[config.mk]
export PLATFORM = sky130hd
export DESIGN_NAME = multicycle_control
export DESIGN_NICKNAME = d
export VERILOG_FILES = /design/src/rtl/cpu_pkg.sv /design/src/rtl/control_decode.sv /design/src/rtl/multicycle_control.sv
export SDC_FILE = /design/constraint.sdc
export NUM_CORES = 1
export LEC_CHECK = 0
export BUFFER_PORTS_ARGS = -buffer_cell sky130_fd_sc_hd__buf_4
export CAP_MARGIN = 20
export CORE_MARGIN = 10
export CORE_UTILIZATION = 31
export DETAILED_ROUTE_END_ITERATION = 8
export PLACE_DENSITY = 0.59
export SLEW_MARGIN = 20
export SYNTH_ARGS = -nofsm -noshare
export SYNTH_HDL_FRONTEND = slang
export SYNTH_HIERARCHICAL = 1
export SYNTH_SLANG_ARGS = --single-unit
export TNS_END_PERCENT = 5
[constraint.sdc]
create_clock -name clk -period 3.3 [get_ports clk]
set_input_delay 0.165 -clock clk [delete_from_list [all_inputs] [get_ports clk]]
set_output_delay 0.165 -clock clk [all_outputs]
set_load 0.01 [all_outputs]
[src/rtl/cpu_pkg.sv]
// Shared encodings for the multicycle CPU control path: opcodes, FSM states,
// datapath mux selects and the control-word bundle.
package cpu_pkg;

    localparam int unsigned OP_W    = 6;
    localparam int unsigned STATE_W = 4;

    localparam logic [OP_W-1:0] OP_RTYPE = 6'b000000;
    localparam logic [OP_W-1:0] OP_J     = 6'b000010;
    localparam logic [OP_W-1:0] OP_BEQ   = 6'b000100;
    localparam logic [OP_W-1:0] OP_BNE   = 6'b000101;
    localparam logic [OP_W-1:0] OP_ADDI  = 6'b001000;
    localparam logic [OP_W-1:0] OP_LW    = 6'b100011;
    localparam logic [OP_W-1:0] OP_SW    = 6'b101011;

    typedef enum logic [STATE_W-1:0] {
        S_FETCH     = 4'd0,
        S_DECODE    = 4'd1,
        S_MEM_ADDR  = 4'd2,
        S_MEM_READ  = 4'd3,
        S_MEM_WB    = 4'd4,
        S_MEM_WRITE = 4'd5,
        S_R_EXEC    = 4'd6,
        S_R_WB      = 4'd7,
        S_I_EXEC    = 4'd8,
        S_I_WB      = 4'd9,
        S_BRANCH    = 4'd10,
        S_JUMP      = 4'd11
    } state_t;

    localparam logic [1:0] PCSRC_ALU    = 2'b00;
    localparam logic [1:0] PCSRC_ALUOUT = 2'b01;
    localparam logic [1:0] PCSRC_JUMP   = 2'b10;

    localparam logic [1:0] ALUB_REG     = 2'b00;
    localparam logic [1:0] ALUB_FOUR    = 2'b01;
    localparam logic [1:0] ALUB_IMM     = 2'b10;
    localparam logic [1:0] ALUB_IMM_SH2 = 2'b11;

    localparam logic [1:0] ALUOP_ADD    = 2'b00;
    localparam logic [1:0] ALUOP_SUB    = 2'b01;
    localparam logic [1:0] ALUOP_FUNCT  = 2'b10;

    typedef struct packed {
        logic       pc_write;
        logic       branch_type;
        logic       branch_ne;
        logic [1:0] pc_source;
        logic       iord;
        logic       mem_read;
        logic       mem_write;
        logic       ir_write;
        logic       alu_src_a;
        logic [1:0] alu_src_b;
        logic [1:0] alu_op;
        logic       reg_dst;
        logic       mem_to_reg;
        logic       reg_write;
    } ctrl_t;

endpackage

[src/rtl/control_decode.sv]
// Moore output decode: maps the current FSM state to the datapath control word.
module control_decode
    import cpu_pkg::*;
(
    input  state_t i_state,
    input  logic   i_branch_ne,
    output ctrl_t  o_ctrl
);

    always_comb begin
        o_ctrl = '0;
        case (i_state)
            S_FETCH: begin
                o_ctrl.mem_read  = 1'b1;
                o_ctrl.ir_write  = 1'b1;
                o_ctrl.alu_src_b = ALUB_FOUR;
                o_ctrl.pc_source = PCSRC_ALU;
                o_ctrl.pc_write  = 1'b1;
            end
            S_DECODE: begin
                o_ctrl.alu_src_b = ALUB_IMM_SH2;
            end
            S_MEM_ADDR, S_I_EXEC: begin
                o_ctrl.alu_src_a = 1'b1;
                o_ctrl.alu_src_b = ALUB_IMM;
            end
            S_MEM_READ: begin
                o_ctrl.mem_read = 1'b1;
                o_ctrl.iord     = 1'b1;
            end
            S_MEM_WB: begin
                o_ctrl.reg_write  = 1'b1;
                o_ctrl.mem_to_reg = 1'b1;
            end
            S_MEM_WRITE: begin
                o_ctrl.mem_write = 1'b1;
                o_ctrl.iord      = 1'b1;
            end
            S_R_EXEC: begin
                o_ctrl.alu_src_a = 1'b1;
                o_ctrl.alu_src_b = ALUB_REG;
                o_ctrl.alu_op    = ALUOP_FUNCT;
            end
            S_R_WB: begin
                o_ctrl.reg_write = 1'b1;
                o_ctrl.reg_dst   = 1'b1;
            end
            S_I_WB: begin
                o_ctrl.reg_write = 1'b1;
            end
            S_BRANCH: begin
                o_ctrl.alu_src_a   = 1'b1;
                o_ctrl.alu_src_b   = ALUB_REG;
                o_ctrl.alu_op      = ALUOP_SUB;
                o_ctrl.branch_type = 1'b1;
                o_ctrl.branch_ne   = i_branch_ne;
                o_ctrl.pc_source   = PCSRC_ALUOUT;
            end
            S_JUMP: begin
                o_ctrl.pc_write  = 1'b1;
                o_ctrl.pc_source = PCSRC_JUMP;
            end
            default: o_ctrl = '0;
        endcase
    end

endmodule

[src/rtl/multicycle_control.sv]
// Multicycle CPU main control FSM: state register, opcode latch, sticky
// illegal-opcode flag; outputs are decoded from registered state only.
module multicycle_control
    import cpu_pkg::*;
(
    input  logic               clk,
    input  logic               reset,
    input  logic [OP_W-1:0]    opcode,
    output logic               PCWrite,
    output logic               BranchType,
    output logic               BranchNe,
    output logic [1:0]         PCSource,
    output logic               IorD,
    output logic               MemRead,
    output logic               MemWrite,
    output logic               IRWrite,
    output logic               ALUSrcA,
    output logic [1:0]         ALUSrcB,
    output logic [1:0]         ALUOp,
    output logic               RegDst,
    output logic               MemtoReg,
    output logic               RegWrite,
    output logic               illegal_op,
    output logic [STATE_W-1:0] state
);

    state_t          r_state;
    state_t          w_next_state;
    logic            r_run;
    logic            r_illegal;
    logic [OP_W-1:0] r_opcode;
    logic            w_illegal_decode;
    ctrl_t           w_ctrl;

    always_ff @(posedge clk or posedge reset) begin
        if (reset) r_state <= S_FETCH;
        else       r_state <= w_next_state;
    end

    // r_run stays low from reset until the first edge after release, holding FETCH idle
    always_comb begin
        w_next_state     = r_state;
        w_illegal_decode = 1'b0;
        if (!r_run) begin
            w_next_state = S_FETCH;
        end else begin
            case (r_state)
                S_FETCH:  w_next_state = S_DECODE;
                S_DECODE: begin
                    case (opcode)
                        OP_LW, OP_SW:   w_next_state = S_MEM_ADDR;
                        OP_RTYPE:       w_next_state = S_R_EXEC;
                        OP_ADDI:        w_next_state = S_I_EXEC;
                        OP_BEQ, OP_BNE: w_next_state = S_BRANCH;
                        OP_J:           w_next_state = S_JUMP;
                        default: begin
                            w_next_state     = S_FETCH;
                            w_illegal_decode = 1'b1;
                        end
                    endcase
                end
                S_MEM_ADDR: w_next_state = (r_opcode == OP_SW) ? S_MEM_WRITE : S_MEM_READ;
                S_MEM_READ: w_next_state = S_MEM_WB;
                S_R_EXEC:   w_next_state = S_R_WB;
                S_I_EXEC:   w_next_state = S_I_WB;
                default:    w_next_state = S_FETCH;
            endcase
        end
    end

    always_ff @(posedge clk or posedge reset) begin
        if (reset) begin
            r_run     <= 1'b0;
            r_illegal <= 1'b0;
            r_opcode  <= '0;
        end else begin
            r_run <= 1'b1;
            if (w_illegal_decode) r_illegal <= 1'b1;
            if (r_state == S_DECODE) r_opcode <= opcode;
        end
    end

    control_decode u_decode (
        .i_state     (r_state),
        .i_branch_ne (r_opcode[0]),
        .o_ctrl      (w_ctrl)
    );

    // Fetch strobes are suppressed until the FSM has been released from reset
    always_comb begin
        PCWrite    = w_ctrl.pc_write & r_run;
        BranchType = w_ctrl.branch_type;
        BranchNe   = w_ctrl.branch_ne;
        PCSource   = w_ctrl.pc_source;
        IorD       = w_ctrl.iord;
        MemRead    = w_ctrl.mem_read & r_run;
        MemWrite   = w_ctrl.mem_write;
        IRWrite    = w_ctrl.ir_write & r_run;
        ALUSrcA    = w_ctrl.alu_src_a;
        ALUSrcB    = w_ctrl.alu_src_b;
        ALUOp      = w_ctrl.alu_op;
        RegDst     = w_ctrl.reg_dst;
        MemtoReg   = w_ctrl.mem_to_reg;
        RegWrite   = w_ctrl.reg_write;
        illegal_op = r_illegal;
        state      = STATE_W'(r_state);
    end

endmodule

==> flow_summary.yaml <==
synth:
  ys_ff_latch: 12
  yosysWarnings: 6
  synth_cells: 99
  async_flop_share: 1.00
  synth_top_area_cell: "dfrtp_1"
  synth_top_area_frac: 0.337
  synth_edf_count: 0
  post_synth_main_area_contributors: "dfrtp_1 34%, mux2_2 7.6%, nor2_1 4.2%"
  synthDistinctLibCells: 40
  avgSynthCellArea_um2: 9.01
  syn_area_um2: 892
  synth_fp_nets: 107
  synthFlopType: "dfrtp_1"
  ys_seq_area_frac: 0.337
  ys_top_cells_by_count: "12 x dfrtp_1, 10 x nor2_1, 6 x a21oi_1, 6 x mux2_2"
  yosysMostFrequentCell: "dfrtp_1"
pwr:
  p_sw_frac: 0.265
  ir_worst_vdd_mv: 0.335
  powerDensity_nw_per_um2: 326
  p_leak_nw: 0.522
  clkPwrFrac: 0.308
  fin_total_pwr_uw: 374
  switchingPower_uw: 98.9
  internal-power_uw: 275
  power_frac_seq: 0.479
  combPwrFrac: 0.213
drt:
  vias: 793
  drcViolationCount: 0
  routedWlPerCell_um: 14.1
  drtIter0Drc: 82
  firstDrtPassIters: 4
  wl_um: 2220
  routed_via_density: 5.02
  final_antenna_net_count: 0
die:
  start_util: 0.324
  dieArea_um2: 5420
  core-area_um2: 2760
  die_h_um: 73.6
  ios: 30
  rows: 19
  die_w_um: 73.6
finish:
  multi_input_comb_area_um2: 527
  antenna_cells: 0
  regArea_um2: 300
  fillers: 271
  drive_above_1_share: 0.354
  nets: 136
  syn_to_final_growth_pct: 28.8
timing:
  final_max_slew_viol_count: 0
  clock_skew_ps: 0.648
  rsz0062_at_grt: "no"
  tns_ps: 0
  fin_crit_sh: 0.590
  relSlewSlack: 0.548
  finalHoldViolations: 0
  setup_violations: 0
  hold_ws_ps: 172
  fin_crit_ps: 1950
  max_freq_ghz: 0.514
  tightest_slew_ps: 678
grt:
  met1_usage: 0.102
  grt_max_degree: 22
  overflow: 0
  use_met3: 0.0350
  grt_pass1_wl_um: 3720
  busiest_layer: "met2"
  grt_util_all_layers: 0.0811
  grt_pass1_vias: 831
  grt_antenna_before_repair: 0
  gr-usage-met2: 0.123
clock_tree:
  numCtsBuffers: 3
  h-tree-depth: 1
  clkSlewWorstSetupHoldPaths_ps: 80
  cts_buffer_depth: 2
  clk_latency_ps: 270
  cts_root_buf: "clkbuf_4"
  cts_setup_buffers: 0
  cts_tree: "yes"
  cts_sinks: 12
worst_setup_path:
  reg2reg_from: "state[0]"
  cp-start-kind: "flop"
  startpoint: "state[1]"
  crit_fanout: 21
  cp-end-kind: "output pin"
  worstSetupPathType: "reg2out"
  required_ps: 3130
  worstPathArrival_ps: 1780
place:
  dp_hpwl_um: 1720
  io_buffers: 29
  gp_congestion: 0.742
job:
  maxCapViolCount: 0
worst_hold_path:
  holdCritStartpoint: "opcode[4]"
  hold_class: "in2reg"
status:
  outcome: "finished clean"
[state kept, by name (all words and copies together), names as in the netlist]
name and flops:
r_run 1, state 4, illegal_op 1, r_opcode 6
[cells by family after synthesis]
group,share of synthesized area
other cells,0.00420
simple gates,0.318
buf+inv,0.0729
compound gates,0.163
xor+xnor,0.0295
mux,0.0757
flops,0.337
[worst paths after layout]
path | to | slack (ps) | depth (start not counted)
setup / recovery | PCWrite | 1350 | 4
hold / removal | r_opcode[4] | 170 | 2
setup reg to reg | state[2] | 1510 | 4
hold reg to reg | illegal_op | 470 | 1
max in group asynchronous | r_opcode[0] | 2540 | 3
min in group asynchronous | r_opcode[3] | 450 | 3
[power by group through the flow]
stage / combinational [mW] / sequential [mW] / clock, mW
6_report: 0.0796 / 0.179 / 0.115
4_1_cts: 0.0811 / 0.179 / 0.118
3_3_place_gp: 0.0797 / 0.181 / 0
5_1_grt: 0.0887 / 0.182 / 0.130
3_5_place_dp: 0.0798 / 0.182 / 0
2_1_floorplan: 0.0544 / 0.175 / 0
[placed cells by master, fill, tap and decap left out, drive strengths merged, types with 2 or more instances in the layout]
cell	synthesis	routed
buf	6	29
dfrtp	12	12
nor2	10	10
a21oi	7	7
mux2	6	6
nand3	5	5
inv	5	5
o21ai	5	5
nand2b	4	4
clkbuf	0	4
nor3	3	3
nor2b	3	3
and2	3	3
nor3b	2	2
or3	2	2
and3	2	2
xnor2	2	2
nand2	2	2
or2b	2	2
[routing by layer]
| metal | up-vias | share of wire |
|---|---|---|
| met5 | - | 0 |
| met4 | 0 | 0 |
| met3 | 0 | 0.14 |
| met2 | 38 | 0.40 |
| met1 | 349 | 0.46 |
| li1 | 406 | - |
[worst max-delay path: stages, from the launching register on]
cell and delay (ps):
dfrtp_1 630, or3_1 470, a21oi_1 150, and2_1 140, buf_4 110
[final cells by class]
type	instances	share of cell area
Inverter	5	0.0163
Timing Repair Buffer	30	0.198
Clock buffer	4	0.0316
Tap cell	31	0.0338
Multi-Input combinational cell	76	0.459
Sequential cell	12	0.261
[through the flow]
| step | cells | instance area [um^2] | setup WS (ps) | util |
|---|---|---|---|---|
| 4_1_cts | 158 | 1150 | 1360 | 0.417 |
| 3_5_place_dp | 153 | 1100 | 1500 | 0.400 |
| 3_3_place_gp | 153 | 1100 | 1590 | 0.400 |
| 5_1_grt | 158 | 1150 | 1200 | 0.417 |
| 6_report | 158 | 1150 | 1350 | 0.417 |
| 2_1_floorplan | 99 | 892 | 1810 | - |
[timing repair]
item                                   CTS  global route
hold buffers                             1             0
gates resized for setup                  0             0
endpoints found under the hold margin   12             0
Note: power is estimated with default switching activity, not from simulation.
